## src/rtl/ws2812_decoder.sv

```systemverilog
// ws2812_decoder: xx6812 one-wire receiver; 24-bit GRB pixel strobes to frame RAM plus frame-gap detection.
// Define WS2812_FORWARD_EN to forward the line on dout once NUM_LEDS pixels have been taken (daisy-chain).
module ws2812_decoder #(
  parameter int NUM_LEDS      = 150,
  parameter int ADDR_WIDTH    = 8,
  parameter int BIT_THRESHOLD = 8,
  parameter int MIN_HIGH      = 2,
  parameter int MAX_HIGH      = 30,
  parameter int RESET_TICKS   = 600
) (
  input  logic                  clock_12mhz,
  input  logic                  reset_n,
  input  logic                  din,
  output logic [23:0]           pixel_data,
  output logic [ADDR_WIDTH-1:0] pixel_addr,
  output logic                  pixel_valid,
  output logic [ADDR_WIDTH-1:0] pixel_count,
  output logic                  frame_done,
  output logic                  error,
  output logic                  dout
);
  localparam int HW = $clog2(MAX_HIGH + 2);
  localparam int LW = $clog2(RESET_TICKS + 1);
  localparam logic [HW-1:0] H_MAX = HW'(MAX_HIGH);
  localparam logic [HW-1:0] H_MIN = HW'(MIN_HIGH);
  localparam logic [HW-1:0] H_ONE = HW'(BIT_THRESHOLD);
  localparam logic [LW-1:0] L_END = LW'(RESET_TICKS - 1);
  localparam logic [ADDR_WIDTH-1:0] A_MAX = ADDR_WIDTH'(NUM_LEDS);
  typedef enum logic [1:0] {SYNC, IDLE, HIGH, LOW} state_t;
  state_t state;
  logic [1:0] sync_q;
  logic line_q, rise_q, fall_q;
  logic [HW-1:0] high_cnt;
  logic [LW-1:0] low_cnt;
  logic [4:0] bit_cnt;
  logic [22:0] shift_q;
  logic got_bit;
  logic bit_val;
  assign bit_val = high_cnt >= H_ONE;
  // Registered edges keep the strobe a fixed 3 clocks behind the first low sample of din.
  always_ff @(posedge clock_12mhz or negedge reset_n)
    if (!reset_n) begin
      sync_q <= '0;
      line_q <= 1'b0;
      rise_q <= 1'b0;
      fall_q <= 1'b0;
    end else begin
      sync_q <= {sync_q[0], din};
      line_q <= sync_q[1];
      rise_q <= sync_q[1] & ~line_q;
      fall_q <= ~sync_q[1] & line_q;
    end
  always_ff @(posedge clock_12mhz or negedge reset_n)
    if (!reset_n) begin
      state       <= SYNC;
      high_cnt    <= '0;
      low_cnt     <= '0;
      bit_cnt     <= '0;
      shift_q     <= '0;
      got_bit     <= 1'b0;
      pixel_data  <= '0;
      pixel_addr  <= '0;
      pixel_valid <= 1'b0;
      pixel_count <= '0;
      frame_done  <= 1'b0;
      error       <= 1'b0;
    end else begin
      pixel_valid <= 1'b0;
      frame_done  <= 1'b0;
      error       <= 1'b0;
      case (state)
        SYNC: begin
          low_cnt <= line_q ? '0 : low_cnt + 1'b1;
          if (!line_q && low_cnt == L_END) state <= IDLE;
        end
        IDLE:
          if (rise_q) begin
            state       <= HIGH;
            high_cnt    <= HW'(1);
            pixel_count <= '0;
            bit_cnt     <= '0;
            got_bit     <= 1'b0;
          end
        HIGH:
          if (high_cnt > H_MAX) begin
            error   <= 1'b1;
            state   <= SYNC;
            low_cnt <= '0;
            bit_cnt <= '0;
          end else if (fall_q) begin
            state   <= LOW;
            low_cnt <= LW'(1);
            if (high_cnt >= H_MIN) begin
              got_bit <= 1'b1;
              shift_q <= {shift_q[21:0], bit_val};
              bit_cnt <= bit_cnt == 5'd23 ? '0 : bit_cnt + 1'b1;
              // Pixels past NUM_LEDS are decoded but never written; the count saturates.
              if (bit_cnt == 5'd23 && pixel_count < A_MAX) begin
                pixel_valid <= 1'b1;
                pixel_data  <= {shift_q, bit_val};
                pixel_addr  <= pixel_count;
                pixel_count <= pixel_count + 1'b1;
              end
            end
          end else high_cnt <= high_cnt + 1'b1;
        LOW:
          if (rise_q) begin
            state    <= HIGH;
            high_cnt <= HW'(1);
          end else if (low_cnt == L_END) begin
            low_cnt    <= low_cnt + 1'b1;
            state      <= IDLE;
            bit_cnt    <= '0;
            error      <= bit_cnt != '0;
            frame_done <= bit_cnt == '0 && got_bit;
          end else low_cnt <= low_cnt + 1'b1;
        default: state <= SYNC;
      endcase
    end
`ifdef WS2812_FORWARD_EN
  always_ff @(posedge clock_12mhz or negedge reset_n)
    if (!reset_n) dout <= 1'b0;
    else dout <= (state == HIGH || state == LOW) && pixel_count == A_MAX ? line_q : 1'b0;
`else
  assign dout = 1'b0;
`endif
endmodule

```

## config.mk

```make
export PLATFORM = sky130hd
export DESIGN_NAME = ws2812_decoder
export DESIGN_NICKNAME = d
export VERILOG_FILES = /design/src/rtl/ws2812_decoder.sv
export SDC_FILE = /design/constraint.sdc
export NUM_CORES = 1
export LEC_CHECK = 0
export ABC_AREA = 1
export CAP_MARGIN = 20
export CORE_MARGIN = 2
export CORE_UTILIZATION = 39
export CTS_BUF_LIST = sky130_fd_sc_hd__clkbuf_4
export DETAILED_ROUTE_END_ITERATION = 6
export RECOVER_POWER = 25
export SLEW_MARGIN = 40
export SYNTH_ARGS = -nofsm -noshare
export SYNTH_HDL_FRONTEND = slang
export SYNTH_SLANG_ARGS = --single-unit
```

## constraint.sdc

```tcl
create_clock -name clock_12mhz -period 1.5 [get_ports clock_12mhz]
set_input_delay 0.375 -clock clock_12mhz [delete_from_list [all_inputs] [get_ports clock_12mhz]]
set_output_delay 0.375 -clock clock_12mhz [all_outputs]
set_load 0.1 [all_outputs]
```

# Word level (Yosys, flattened, before mapping)
# Index checks and enable logic that the tools add are counted.
# classes
n_addsub	4
magnitude_cmp	4
eq_ne	18
n_mux	47
bitwise_logic	5
n_reduce_logical	20
# op_table
operator	count
5-bit two-way mux	10
10-bit two-way mux	4
8-bit two-way mux	5
10-bit case mux with 3 select lines	1
2-bit inequality test (second input constant)	9
8-bit case mux with 2 select lines	1
1-bit two-way mux	15
5-bit case mux with 3 select lines	1
2-bit two-way mux	6
4-bit AND reduction	3
6-bit AND reduction	2
10-bit by 1-bit adder with 10-bit output (second input constant)	1
5-bit by 1-bit adder with 5-bit output (second input constant)	2
10-bit equality test (second input constant)	1
5-bit case mux with 2 select lines	1
5-bit AND reduction	2
3-bit inequality test (second input constant)	3
8-bit by 1-bit adder with 8-bit output (second input constant)	1
8-bit < comparator (second input constant)	1
2-bit case mux with 4 select lines	1
3-bit nonzero test	2
5-bit equality test (second input constant)	1
5-bit by 2-bit >= comparator with 1-bit output (second input constant)	1
5-bit by 4-bit >= comparator with 1-bit output (second input constant)	1
other kinds (15)	23
# totals
register_bits	94
in_bits	3
output_inout_bits	44
word_cells	114

# Logic depth before layout (Yosys ltp)
# Gate-level depths: netlist of run 1.
# logic_depth
depth_word	7
depth_mapped	11
mapped_depth_nobuf	10

# Worst setup path before layout of run 1
# Ideal clock, no wire load.
# synth_path
kind	reg-to-reg
startpoint	register pixel_count[0]
endpoint	register pixel_count[6]
setup_time_ns	0.122
arrival_time_ns	1.900
required_ns	1.378
path_slack_ns	-0.522
path_stages_with_launch	8
path_buffers	0
period_less_slack_ns	2.022
path_cell_list	dfrtp_1 > ha_1 > nand3_1 > nor2_1 > nand2_1 > xor2_1 > nand2_1 > nand2_1
# synth_between
elab_chain_cells	6
word_cells_on_any_way	10
classes_between	1 x add/sub; 1 x order compare; 1 x eq/ne; 5 x mux; 2 x reduce/logical
# synth_lines
element	line_no	source
start: declaration	17	output logic [ADDR_WIDTH-1:0] pixel_count,
start signal: assignment	102	pixel_count <= pixel_count + 1'b1;
8-bit by 1-bit adder with 8-bit output	102	
8-bit two-way mux	98	if (bit_cnt == 5'd23 && pixel_count < A_MAX) begin
8-bit two-way mux	93	if (high_cnt >= H_MIN) begin
8-bit two-way mux	90	end else if (fall_q) begin
8-bit two-way mux	85	if (high_cnt > H_MAX) begin
8-bit case mux with 2 select lines	71	case (state)
# Parallel ways exist; a longest one is shown, timed or not. The select of a mux whose other input is x is not followed.
# A chain may end at the register's enable or synchronous reset.

# Final worst setup path of run 1
# layout_path
startpoint	register bit_cnt[0]
endpoint	register pixel_data[8]
# layout_between
elab_chain_cells	3
# layout_lines
element	line_no	source
start: declaration	35	logic [4:0] bit_cnt;
start signal: assignment	96	bit_cnt <= bit_cnt == 5'd23 ? '0 : bit_cnt + 1'b1;
5-bit equality test	98	
1-bit logical AND	98	
5-bit AND reduction (no source line)	-	
end signal: assignment	100	pixel_data <= {shift_q, bit_val};
end: declaration	14	output logic [23:0] pixel_data,
# No other way between the ends.

==> run metrics, run 1 <==
P per Cell Area=582 nW/um^2; crit-path most repeated cell=nand2_2; layout cells sized above 1=38.9%; mux cell area share after synthesis=0%; H-tree level count=3; Crit Path Class=reg -> reg; CTS Buf Count=9; synthesized flop and latch total=94; GR Util met2=32.8%; PortBufs=45; number of antenna diodes=0; initial antenna violation count=0; area delta synth->final=56.6%; vias in the first global route=3907; die width=110 microns; P_leak=3.50 nW; DP Worst Slack=-209 ps; Simple-Gate Fraction of Synth Area=34.7%; DR WL/cell=13.1 microns; Worst setup SP type=flip-flop; global route hottest layer=met2; Total GRT Usage=19.5%; GRT Residual Overflow=0; CTS tree=yes; FP Rows=38; Ports=47; Crit-path slowest cell=dfrtp_1; post-detailed-route count of antenna-violating nets=0; yosys warns=0; xor/xnor cell area share of the yosys netlist=0.800%; final critical-path required period=1660 ps; number of synthesized flops with an enable pin=0; Clk Latency, worst-skew pair=470 ps; adder-cell share of the synthesized area=1.43%; largest family of logic cells by synthesized area=simple AND/OR/NAND/NOR gates; maximum clock rate=0.603 GHz; R2R Path Start=bit_cnt[0]; unrepaired setup endpoints after global routing=yes; setup TNS=-5090 ps; post-synthesis compound-gate area fraction=3.09%; GR Layer Usage met1=24.7%; CP Capture Type=flip-flop; hold_sp=sync_q[0]; Critical Path Start=bit_cnt[0]; top-count cell post-synth=nand2_1; post-synthesis async set-or-reset flop share=100%; die height=110 microns; Min-Delay Path Class=reg -> reg; Initial Util=40.2%; Clock Path Buffers=2; GR Layer Usage met3=2.61%; 1st-iter DRT viols=180; Synth area leaders=dfrtp_1 (54%), nand2_1 (23%), nor2_1 (4.1%); top cell type by total area after synthesis=dfrtp_1; DRT Pass-1 Iters=4; ys flop type=dfrtp_1; largest net degree at the start of global routing=95; Clock Skews=24.3 ps; Vias per Instance=4.75; crit path cell chain=ha_2, nand2_2, inv_2, nand2_2, nor2_4, nand2_2, nor2_4, buf_12, buf_16, inv_16, nand2_1, nand2_1; Max Cap Viol=0; clock sinks=94; die area=12100 sq um; Final GP Congestion=0.855; Hold Fails Final Rpt=0; Post-Syn Instances=561; Detail Placement HPWL=6650 microns; reg2reg setup slack=-160 ps; post-route setup slack=-159 ps; Final nets=717; Final Max Slew Viols=0; Final Setup Violations=41; Critical Path Sink=pixel_data[8]; floorplan core area=10900 sq um; Seq/Total Area, Yosys=53.7%; crit path DAT=2020 ps; final WL=11200 microns; status=complete, but fails checks; clock slew at reported path FFs=150 ps; Synth Net Count=569; CP max FO=8; Reg2Reg Depth=12; DRC viols=0; failing checks=negative setup slack; relative slew slack=43.5%; Final Cycle Share=111%; Peak VDD IR=0.000325 V; first-pass GRT wire length=18200 microns; synth cell count leaders=nand2_1 (271), dfrtp_1 (94), nor2_1 (48); required time of the critical path=1870 ps; max incr delay on CP=400 ps; worst-margin pin slew=848 ps; post-synth top area share=53.7%; Synth Cell Area=4380 sq um; Root Driver=clkbuf_4; capture point of the worst reg-to-reg path=pixel_data[8]; Vias=4059; Synth cell types=29; syn avg cell area=7.81 sq um
[critical path, delay by kind of cell, from the launching register on]
family / cells / cell delay [ps]
fa+ha+maj: 1 / 190
buf+inv: 4 / 430
flops: 1 / 400
simple gates: 7 / 540
[flip-flops by register name, summed over array words and instances (netlist names), 2 cells and up]
signal	cells
pixel_count	8
high_cnt	5
sync_q	2
pixel_data	24
state	2
low_cnt	10
bit_cnt	5
shift_q	23
pixel_addr	8
[kinds of logic after synthesis]
family,after synthesis
AOI/OAI and AO/OA,25
buffers and inverters,61
DFF,94
other,1
xor gates and xnor gates,4
and+or+nand+nor,371
adders and majority gates,5
[cell type report]
type,count,area (sq um)
Tap cell,140,175
Timing Repair inverter,3,52.6
Sequential cell,94,2380
Fill cell,907,4030
Multi-Input combinational cell,407,2140
Inverter,49,200
Clock inverter,7,61.3
Timing Repair Buffer,145,1780
Clock buffer,9,67.6
[where the power goes]
part	switching [mW]	internal (mW)
Clock	0.946	0.379
Sequential	0.0140	2.55
Combinational	0.0812	0.0247
[worst min path at each step]
stage	endpoint	slack [ps]	cells past startpoint
floorplan	bit_cnt[0]	80	0
CTS	sync_q[0]	310	1
global route	sync_q[1]	380	0
finish	sync_q[1]	370	0
detailed placement	sync_q[1]	330	0
global placement	sync_q[1]	330	0
[stage by stage]
stage / cell area (sq um) / std cells / utilization, % / hold WS [ps] / power [mW]
2_1_floorplan: 4410 / 561 / - / 79.4 / 2.64
3_3_place_gp: 5800 / 786 / 53.3 / 334 / 2.71
3_5_place_dp: 5800 / 786 / 53.3 / 335 / 2.71
4_1_cts: 6440 / 826 / 59.1 / 314 / 4.03
5_1_grt: 6860 / 854 / 63.0 / 382 / 4.18
6_report: 6860 / 854 / 63.0 / 367 / 3.99
[placed cells by master (no fill, tap or decap), types with 3 or more instances in the layout]
| cell | Yosys | routed |
|---|---|---|
| nor2_2 | 1 | 6 |
| nand2_1 | 271 | 218 |
| buf_12 | 0 | 48 |
| o21ai_1 | 2 | 4 |
| inv_6 | 0 | 3 |
| buf_6 | 3 | 11 |
| dfrtp_1 | 94 | 79 |
| xor2_1 | 3 | 3 |
| inv_2 | 3 | 9 |
| dfrtp_2 | 0 | 10 |
| nand2_4 | 0 | 14 |
| nand3_1 | 34 | 28 |
| nand2_2 | 4 | 42 |
| inv_1 | 46 | 39 |
| nor2_1 | 48 | 36 |
| nand3_2 | 0 | 4 |
| o21ai_0 | 14 | 11 |
| dfrtp_4 | 0 | 5 |
| clkbuf_4 | 0 | 10 |
| nand4_1 | 6 | 6 |
| nor2_4 | 2 | 10 |
| a21oi_1 | 6 | 5 |
| buf_4 | 4 | 81 |
[metal layers]
metal	up-vias	wire length, microns
li1	2026	-
met1	1944	4840
met2	66	5730
met3	23	319
met4	0	332
met5	-	0
[repair_timing]
action                                 4_1_cts  5_1_grt
endpoints found under the hold margin       94        0
gates resized for setup                     80       69
gates cloned                                 5        1
buffers inserted                            19       32
hold buffers                                 1        0
setup endpoints to repair                   80      121
pin swaps                                    6       26
Power figures use the tool's default switching activity.
==> run 2: changes to the inputs <==
--- a/config.mk
+++ b/config.mk
@@ -16,3 +16,4 @@
 export SYNTH_ARGS = -nofsm -noshare
 export SYNTH_HDL_FRONTEND = slang
 export SYNTH_SLANG_ARGS = --single-unit
+export TNS_END_PERCENT = 1
==> run metrics, run 2 (synthesis results as in run 1) <==
Final Max Slew Viols=0; DRT Pass-1 Iters=4; Clock Power Share=33.8%; Psw=1.06 mW; DR WL/cell=11.6 microns; Crit-path slowest cell=dfrtp_4; die area=12100 sq um; GRT Residual Overflow=0; die width=110 microns; layout cells sized above 1=24.9%; Initial Util=40.2%; DRC viols=0; CP Capture Type=output port; Net Sw Frac=26.2%; worst-margin pin slew=892 ps; Final GP Congestion=0.902; vias in the first global route=3677; H-tree level count=3; floorplan core area=10900 sq um; 1st-iter DRT viols=153; Peak VDD IR=0.000406 V; Flop pwr share=63.7%; max reg flops=24; Ports=47; Largest Register=pixel_data; post-route design area=6150 sq um; initial antenna violation count=0; reg2reg setup slack=-60 ps; Critical Path Start=pixel_count[6]; commonest cells after routing, fill and taps aside=nand2_1 (264), dfrtp_1 (85), buf_12 (46), buf_4 (43), nor2_1 (42); Total GRT Usage=16.8%; Reg2Reg Depth=9; largest registers=pixel_data (24), shift_q (23), low_cnt (10); Internal=2.97 mW; CP max FO=2; Root Driver=clkbuf_4; number of antenna diodes=0; post-detailed-route count of antenna-violating nets=0; FP Rows=38; Detail Placement HPWL=6840 microns; Clock Path Buffers=2; delay-heaviest family, CP=flip-flops; Critical Path Sink=pixel_count[6]; maximum clock rate=0.617 GHz; crit path DAT=1250 ps; P per Cell Area=654 nW/um^2; placed cell count=786; Vias per Instance=4.72; PortBufs=45; first-pass GRT wire length=16400 microns; clock slew at reported path FFs=170 ps; failing checks=negative setup slack; crit path cell chain=buf_6, buf_12; area delta synth->final=40.5%; Final nets=674; Final Cycle Share=108%; Min-Delay Path Class=reg -> reg; clock sinks=94; die height=110 microns; DP Worst Slack=-228 ps; Vias=3824; post-route setup slack=-121 ps; largest net degree at the start of global routing=40; total power=4.03 mW; Max Cap Viol=0; instance count on the critical path=2; final WL=9420 microns; CTS tree=yes; unrepaired setup endpoints after global routing=yes; status=complete, but fails checks; Logic pwr share=2.5%; Crit Path Class=reg -> out; capture point of the worst reg-to-reg path=pixel_data[1]; Clock Skews=24.4 ps; Worst setup SP type=flip-flop; Post-Layout Cell Count=811; final critical-path required period=1620 ps; CTS Buf Count=9; required time of the critical path=1120 ps; Post-DP Area=5800 sq um; Final Setup Violations=43; commonest non-fill, non-tap cell in the layout=nand2_1; Hold Fails Final Rpt=0; max incr delay on CP=520 ps; relative slew slack=40.5%; R2R Path Start=pixel_count[5]; Worst Path Buf+Inv=2; Clk Latency, worst-skew pair=440 ps; P_leak=3.20 nW
-- run 2: worst min path at each step --
stage / from / end / slack, ps / depth (start not counted)
after floorplan: reset_n / bit_cnt[0] / 80 / 0
after global placement: sync_q[0] / sync_q[1] / 340 / 0
after detailed placement: sync_q[0] / sync_q[1] / 340 / 0
after CTS: din / sync_q[0] / 340 / 1
after global routing: sync_q[0] / sync_q[1] / 390 / 0
final: sync_q[0] / sync_q[1] / 370 / 0
-- run 2: layout make-up --
class / count / area (sq um)
clock buffer: 9 / 67.6
clock inverter: 7 / 76.3
fill: 999 / 4730
inverter: 49 / 191
multi-input combinational: 406 / 1840
sequential: 94 / 2370
tap: 140 / 175
timing repair buffer: 106 / 1430
-- run 2: worst register-to-register path, cell delays in order (launching register included) --
cell and delay [ps]:
dfrtp_4 520, nor2_2 170, nor2_1 100, nor2_4 120
nand2_2 70, nor2_4 120, buf_12 140, buf_12 130
nand2_1 60, nand2_1 70
-- run 2: stage by stage --
stage	util, %	TNS [ps]	hold WS (ps)
2_1_floorplan	-	-3530	79.4
3_3_place_gp	53.2	-5480	338
3_5_place_dp	53.2	-8800	341
4_1_cts	55.4	-4430	339
5_1_grt	56.5	-7980	390
6_report	56.5	-1970	373
-- run 2: power by group through the flow --
stage | registers [mW] | clock network [mW] | logic (mW)
detailed placement | 2.61 | 0 | 0.111
floorplan | 2.61 | 0 | 0.0358
finish | 2.56 | 1.36 | 0.0998
CTS | 2.56 | 1.41 | 0.114
global route | 2.57 | 1.51 | 0.118
global placement | 2.61 | 0 | 0.109
-- run 2: what timing repair did --
item	4_1_cts	5_1_grt
resized for setup	17	31
setup buffers	4	3
gates cloned	0	1
endpoints found under the hold margin	94	0
pin swaps	0	4
endpoints found under the setup margin	87	103
hold buffers	1	0
-- run 2: layer usage --
metal  share of wire (%)  track usage (%)  vias up  wire length [microns]
li1                    -                -     1940                      -
met1                  45             21.2     1815                   4200
met2                  52             29.7       60                   4900
met3                 2.7             2.67        9                    258
met4                0.76             4.25        0                     72
met5                   0                0        -                      0
==> run 3: changes to the inputs <==
--- a/config.mk
+++ b/config.mk
@@ -11,6 +11,7 @@
 export CORE_UTILIZATION = 39
 export CTS_BUF_LIST = sky130_fd_sc_hd__clkbuf_4
 export DETAILED_ROUTE_END_ITERATION = 6
+export GPL_ROUTABILITY_DRIVEN = 1
 export RECOVER_POWER = 25
 export SLEW_MARGIN = 40
 export SYNTH_ARGS = -nofsm -noshare
==> results of run 3 <==
The final DEF is identical to that of run 2; final timing and power are the same.
